<file path="src/rtl/alu_pkg.sv">
// ============================================================================
// alu_pkg : constants and types shared by the RV32I ALU and the branch unit
// Rev 1.0 : initial release
// ============================================================================
`default_nettype none

package alu_pkg;

   localparam int XLEN = 32;

   localparam logic OP_SUMA  = 1'b0;
   localparam logic OP_RESTA = 1'b1;

   typedef struct packed {
      logic carry;
      logic overflow;
      logic zero;
      logic negative;
   } flags_t;

endpackage : alu_pkg

`default_nettype wire

</file>
<file path="src/rtl/fn_suma_resta_if.sv">
// ============================================================================
// fn_suma_resta_if : operand/result bundle of the adder/subtractor
// Rev 1.0 : initial release
// ============================================================================
`default_nettype none

interface fn_suma_resta_if
   import alu_pkg::*;
#(
   parameter int WIDTH = XLEN
);

   logic [WIDTH-1:0] a;
   logic [WIDTH-1:0] b;
   logic             resta;
   logic             valid_in;
   logic [WIDTH-1:0] Y;
   logic             valid_out;
   logic             carry;
   logic             overflow;
   logic             zero;
   logic             negative;

   modport master (
      output a, b, resta, valid_in,
      input  Y, valid_out, carry, overflow, zero, negative
   );

   modport slave (
      input  a, b, resta, valid_in,
      output Y, valid_out, carry, overflow, zero, negative
   );

endinterface : fn_suma_resta_if

`default_nettype wire

</file>
<file path="src/rtl/fn_suma_resta_sumador_cla.sv">
// ============================================================================
// sumador_cla : WIDTH-bit carry-lookahead adder, 4-bit lookahead groups with
//               the group carry rippled from group to group
// Rev 1.0 : initial release
// ============================================================================
`default_nettype none

module sumador_cla
   import alu_pkg::*;
#(
   parameter int WIDTH = XLEN
) (
   input  wire logic [WIDTH-1:0] a,
   input  wire logic [WIDTH-1:0] b,
   input  wire logic             cin,
   output      logic [WIDTH-1:0] s,
   output      logic             cout
);

   localparam int c_ngroups = (WIDTH + 3) / 4;
   localparam int c_pw      = c_ngroups * 4;

   // Operands are zero-padded up to a whole number of groups; cout is taken
   // at bit WIDTH so the padding never affects the result.
   logic [c_pw-1:0] w_a;
   logic [c_pw-1:0] w_b;
   logic [c_pw-1:0] w_p;
   logic [c_pw-1:0] w_g;
   logic [c_pw:0]   w_c;
   logic [c_pw-1:0] w_sum;

   assign w_a    = c_pw'(a);
   assign w_b    = c_pw'(b);
   assign w_p    = w_a ^ w_b;
   assign w_g    = w_a & w_b;
   assign w_c[0] = cin;

   for (genvar k = 0; k < c_ngroups; k++) begin : g_grp
      localparam int c_lo = 4 * k;

      assign w_c[c_lo+1] = w_g[c_lo]
                         | (w_p[c_lo] & w_c[c_lo]);
      assign w_c[c_lo+2] = w_g[c_lo+1]
                         | (w_p[c_lo+1] & w_g[c_lo])
                         | (w_p[c_lo+1] & w_p[c_lo] & w_c[c_lo]);
      assign w_c[c_lo+3] = w_g[c_lo+2]
                         | (w_p[c_lo+2] & w_g[c_lo+1])
                         | (w_p[c_lo+2] & w_p[c_lo+1] & w_g[c_lo])
                         | (w_p[c_lo+2] & w_p[c_lo+1] & w_p[c_lo] & w_c[c_lo]);
      assign w_c[c_lo+4] = w_g[c_lo+3]
                         | (w_p[c_lo+3] & w_g[c_lo+2])
                         | (w_p[c_lo+3] & w_p[c_lo+2] & w_g[c_lo+1])
                         | (w_p[c_lo+3] & w_p[c_lo+2] & w_p[c_lo+1] & w_g[c_lo])
                         | (w_p[c_lo+3] & w_p[c_lo+2] & w_p[c_lo+1] & w_p[c_lo]
                            & w_c[c_lo]);

      assign w_sum[c_lo+3:c_lo] = w_p[c_lo+3:c_lo] ^ w_c[c_lo+3:c_lo];
   end

   assign s    = w_sum[WIDTH-1:0];
   assign cout = w_c[WIDTH];

endmodule : sumador_cla

`default_nettype wire

</file>
<file path="src/rtl/fn_suma_resta.sv">
// ============================================================================
// fn_suma_resta : registered 32-bit adder/subtractor with carry/overflow/
//                 zero/negative flags, one-cycle latency
// Rev 1.0 : initial release
// ============================================================================
`default_nettype none

module fn_suma_resta
   import alu_pkg::*;
#(
   parameter int WIDTH = XLEN
) (
   input wire logic          clk,
   input wire logic          rst,
   fn_suma_resta_if.slave    bus
);

   logic [WIDTH-1:0] w_bx;
   logic [WIDTH-1:0] w_s;
   logic             w_c;
   logic             w_ov;
   logic             w_sub;
   flags_t           w_flags;

   logic [WIDTH-1:0] r_y;
   logic             r_valid;
   flags_t           r_flags;

   // Subtraction is a + ~b + 1: invert b and feed the op bit in as carry-in.
   assign w_sub = (bus.resta == OP_RESTA);
   assign w_bx  = bus.b ^ {WIDTH{w_sub}};

   sumador_cla #(
      .WIDTH (WIDTH)
   ) u_cla (
      .a    (bus.a),
      .b    (w_bx),
      .cin  (w_sub),
      .s    (w_s),
      .cout (w_c)
   );

   assign w_ov = (bus.a[WIDTH-1] == w_bx[WIDTH-1]) && (w_s[WIDTH-1] != bus.a[WIDTH-1]);

   assign w_flags.carry    = w_c;
   assign w_flags.overflow = w_ov;
   assign w_flags.zero     = (w_s == '0);
   assign w_flags.negative = w_s[WIDTH-1];

   // Result and flags hold on idle cycles; only valid_out drops.
   always_ff @(posedge clk or posedge rst) begin
      if (rst) begin
         r_y     <= '0;
         r_valid <= 1'b0;
         r_flags <= '0;
      end else begin
         r_valid <= bus.valid_in;
         if (bus.valid_in) begin
            r_y     <= w_s;
            r_flags <= w_flags;
         end
      end
   end

   assign bus.Y         = r_y;
   assign bus.valid_out = r_valid;
   assign bus.carry     = r_flags.carry;
   assign bus.overflow  = r_flags.overflow;
   assign bus.zero      = r_flags.zero;
   assign bus.negative  = r_flags.negative;

endmodule : fn_suma_resta

`default_nettype wire

</file>
<file path="src/flat_wrapper.sv">
// flat-port wrapper written by rule: the top's interface ports become plain ports
module fn_suma_resta_flat import alu_pkg::*;
#(
   parameter int WIDTH = XLEN
)
  (clk, rst, bus_a, bus_b, bus_resta, bus_valid_in, bus_Y, bus_valid_out, bus_carry, bus_overflow, bus_zero, bus_negative);
  fn_suma_resta_if #(.WIDTH(WIDTH)) bus_i ();
  input wire logic clk;
  input wire logic rst;
  input wire logic [$bits(bus_i.a)-1:0] bus_a;
  input wire logic [$bits(bus_i.b)-1:0] bus_b;
  input wire logic [$bits(bus_i.resta)-1:0] bus_resta;
  input wire logic [$bits(bus_i.valid_in)-1:0] bus_valid_in;
  output wire logic [$bits(bus_i.Y)-1:0] bus_Y;
  output wire logic [$bits(bus_i.valid_out)-1:0] bus_valid_out;
  output wire logic [$bits(bus_i.carry)-1:0] bus_carry;
  output wire logic [$bits(bus_i.overflow)-1:0] bus_overflow;
  output wire logic [$bits(bus_i.zero)-1:0] bus_zero;
  output wire logic [$bits(bus_i.negative)-1:0] bus_negative;
  assign bus_i.a = bus_a;
  assign bus_i.b = bus_b;
  assign bus_i.resta = bus_resta;
  assign bus_i.valid_in = bus_valid_in;
  assign bus_Y = bus_i.Y;
  assign bus_valid_out = bus_i.valid_out;
  assign bus_carry = bus_i.carry;
  assign bus_overflow = bus_i.overflow;
  assign bus_zero = bus_i.zero;
  assign bus_negative = bus_i.negative;
  fn_suma_resta #(.WIDTH(WIDTH)) u_core (.clk(clk), .rst(rst), .bus(bus_i));
endmodule
</file>
<file path="config.mk">
export PLATFORM = sky130hd
export DESIGN_NAME = fn_suma_resta_flat
export DESIGN_NICKNAME = d
export VERILOG_FILES = /design/src/rtl/alu_pkg.sv /design/src/rtl/fn_suma_resta_if.sv /design/src/rtl/fn_suma_resta_sumador_cla.sv /design/src/rtl/fn_suma_resta.sv /design/src/flat_wrapper.sv
export SDC_FILE = /design/constraint.sdc
export NUM_CORES = 1
export LEC_CHECK = 0
export BUFFER_PORTS_ARGS = -buffer_cell sky130_fd_sc_hd__buf_2
export CORE_AREA = 5 5 98 109
export CTS_BUF_LIST = sky130_fd_sc_hd__clkbuf_8
export CTS_CLUSTER_SIZE = 14
export DETAILED_ROUTE_END_ITERATION = 10
export DIE_AREA = 0 0 103 114
export PLACE_DENSITY_LB_ADDON = 0.3
export SYNTH_ARGS = -nofsm -noshare
export SYNTH_HDL_FRONTEND = slang
export SYNTH_SLANG_ARGS = --single-unit
</file>
<file path="constraint.sdc">
create_clock -name clk -period 1.05 [get_ports clk]
set_input_delay 0.0525 -clock clk [delete_from_list [all_inputs] [get_ports clk]]
set_output_delay 0.0525 -clock clk [all_outputs]
set_load 0.05 [all_outputs]
</file>
==> flow_summary.ini <==
[timing]
finalSetupViolations = 34
worstMarginPinSlew_ps = 360
fin_ws_ps = -2170
drv_slew = 0
finalHoldViolations = 0
rsz0062_at_grt = yes
fin_crit_ps = 3220
worst_slew_margin_rel_pct = 76.0
skew_ps = 0
final.period_utilization_pct = 307
fmax_mhz = 311

[logic_synthesis]
synth-main-ff-cell = dfrtp_1
yosysWarnings = 0
syn_nets = 447
synth_area_um2 = 3230
ys_async_sr_fraction_pct = 100
synth.distinct_cells = 52
syn_area_per_cell_um2 = 9.49
synth-edff-count = 0
synth_cells = 340
synth_seq_cells = 36
ys_seq_area_share_pct = 27.9

[grt]
met2_usage_pct = 33.2
grt_pass1_wl_um = 16900
use_met3_pct = 3.43
grt_pass1_vias = 3589
gr-total-overflow = 0
grt_most_used_layer = met2
grt_max_degree = 37
grtUsageMet1_pct = 21.8
track_usage_pct = 18.1
antenna_found_initial = 0

[clocking]
cts-htree-levels = 2
clockBufferDepth = 2
cts_buffers = 5
clk-insertion-delay-late_ps = 290
cts.sinks = 36
clkTransAtPathRegs_ps = 70
root_buffer = clkbuf_8
cts_tree = done

[worst_setup_path]
arrival_ps = 3440
cp-start-kind = input port
critPathMaxFanout = 7
crit_required_ps = 1270
crit_path_end_kind = register
critPathKind = input port to register

[die]
core-area_um2 = 9600
ios = 105
fp-row-count = 38
die_width_um = 103
start_util_pct = 33.6
die_y_um = 114
dieArea_um2 = 11700

[place]
dpl.hpwl_um = 8240
routabilityCongestion = 0.906
io_buffers = 104
dpl_cell_area_um2 = 4700

[cells_and_area]
fin_nets = 679
fin_area_um2 = 5740
area_growth_pct = 78.0
fillers = 795
diodes = 0
multi_input_area_um2 = 2810
final-seq-area_um2 = 901
layout-drive-gt1-share_pct = 61.5

[power_and_ir_drop]
power_mw = 9.48
p_leak_nw = 2.85
ir_drop_v = 0.00120
powerDensity_nw_per_um2 = 1650

[drt]
route.antenna.remaining_nets = 0
avgRoutedWirePerCell_um = 16.2
drt_iter0_drc = 144
routed_wirelength_um = 11200
vias_per_cell = 4.98
drc = 0
dr.pass1.iters = 4
vias = 3447

[run]
drv_cap = 0

[status]
status = finished with violations
violations = setup timing

[worst_hold_path]
hold_class = input port to register
[power by group]
group	internal (mW)	switching, mW	total, mW
Sequential	1.79	0.248	2.04
Clock	0.443	0.524	0.966
Combinational	2.82	3.65	6.47
Total	5.06	4.42	9.48
[worst max-delay path: stages]
cell,delay (ps)
buf_12,110
buf_8,130
xor2_1,150
ha_1,320
a21o_1,210
and4_4,160
o211a_4,270
or3_4,370
buf_6,130
buf_6,100
buf_6,100
buf_6,100
buf_6,100
buf_6,110
a41o_1,220
o21bai_4,210
a2111oi_4,320
o2111ai_1,160
nand3_1,80
[what timing repair did]
action	4_1_cts	5_1_grt
setup buffers	21	17
endpoints found under the setup margin	35	36
pin swaps	46	49
resized for setup	89	60
hold buffers	1	0
hold endpoints to repair	36	0
gates cloned	0	1
[sequential cells by signal (all words and copies together) (netlist names)]
name / count
u_core.bus.Y: 31
u_core.bus.carry: 1
u_core.bus.negative: 1
u_core.bus.overflow: 1
u_core.bus.valid_out: 1
u_core.bus.zero: 1
[Yosys cell counts, types with 3 or more instances]
master / n / area, µm²
a21o_1: 6 / 45.0
a21oi_1: 29 / 145
and4_1: 3 / 26.3
clkbuf_1: 8 / 30.0
dfrtp_1: 36 / 901
fa_1: 7 / 140
ha_1: 32 / 400
inv_1: 19 / 71.3
mux2_2: 19 / 214
nand2_1: 26 / 97.6
nand3_1: 6 / 30.0
nand4_1: 4 / 25.0
nor2_1: 18 / 67.6
nor3_1: 8 / 40.0
o21a_1: 7 / 52.6
o21ai_0: 10 / 50.1
o31ai_1: 4 / 30.0
xnor2_1: 21 / 184
xor2_1: 36 / 315
[placed cells by master (no fill, tap or decap), types with 6 or more instances in the layout]
master,n
buf_4,89
xnor2_1,10
a21oi_1,7
nand2_1,21
a21oi_2,19
dfrtp_1,36
xor2_1,31
nor2_1,12
buf_6,37
fa_2,6
xnor2_2,9
mux2_4,14
a21o_1,6
buf_2,102
ha_1,28
inv_1,18
[through the flow]
step	util, %	setup TNS (ps)	hold WS (ps)	std cells	setup slack (ps)
after floorplan	-	-43720	83.9	340	-2280
after global placement	49.0	-52170	112	651	-2360
after detailed placement	49.0	-53490	117	651	-2520
after CTS	55.1	-40200	76.4	677	-2110
after global routing	59.8	-47610	121	692	-2330
final	59.8	-44410	83.4	692	-2170
[kinds of logic after synthesis]
group / share of synthesized area, %
AND/OR/NAND/NOR: 12.9
multiplexers: 6.94
flip-flops: 27.9
AO/OA/AOI/OAI: 16.1
XOR/XNOR: 15.5
buffers and inverters: 3.84
adder cells (fa/ha/maj): 16.8
[final timing paths]
check | startpoint | end | slack (ps) | cells past startpoint
max | bus_resta | u_core.bus.zero | -2170 | 19
min | bus_a[31] | u_core.bus.overflow | 80 | 3
max reg2reg | u_core.bus.Y[29] | u_core.bus.Y[29] | 260 | 1
min reg2reg | u_core.bus.overflow | u_core.bus.overflow | 480 | 2
max in group asynchronous | rst | u_core.bus.Y[26] | 500 | 4
min in group asynchronous | rst | u_core.bus.Y[3] | 350 | 4
[metal layers]
metal  vias to the layer above  share of wire, %  routed length [µm]
li1                       1666                 -                   -
met1                      1674                40                4480
met2                        97                53                5980
met3                        10               5.4                 607
met4                         0               1.2                 129
met5                         -                 0                   0
[layout make-up]
type                            instances  area share [%]
Multi-Input combinational cell        274            48.9
Timing Repair Buffer                  236            30.2
Sequential cell                        36            15.7
Tap cell                              120            2.62
Inverter                               19            1.24
Clock buffer                            5            1.20
Clock inverter                          2           0.153
Note: power is estimated with default switching activity, not from simulation.
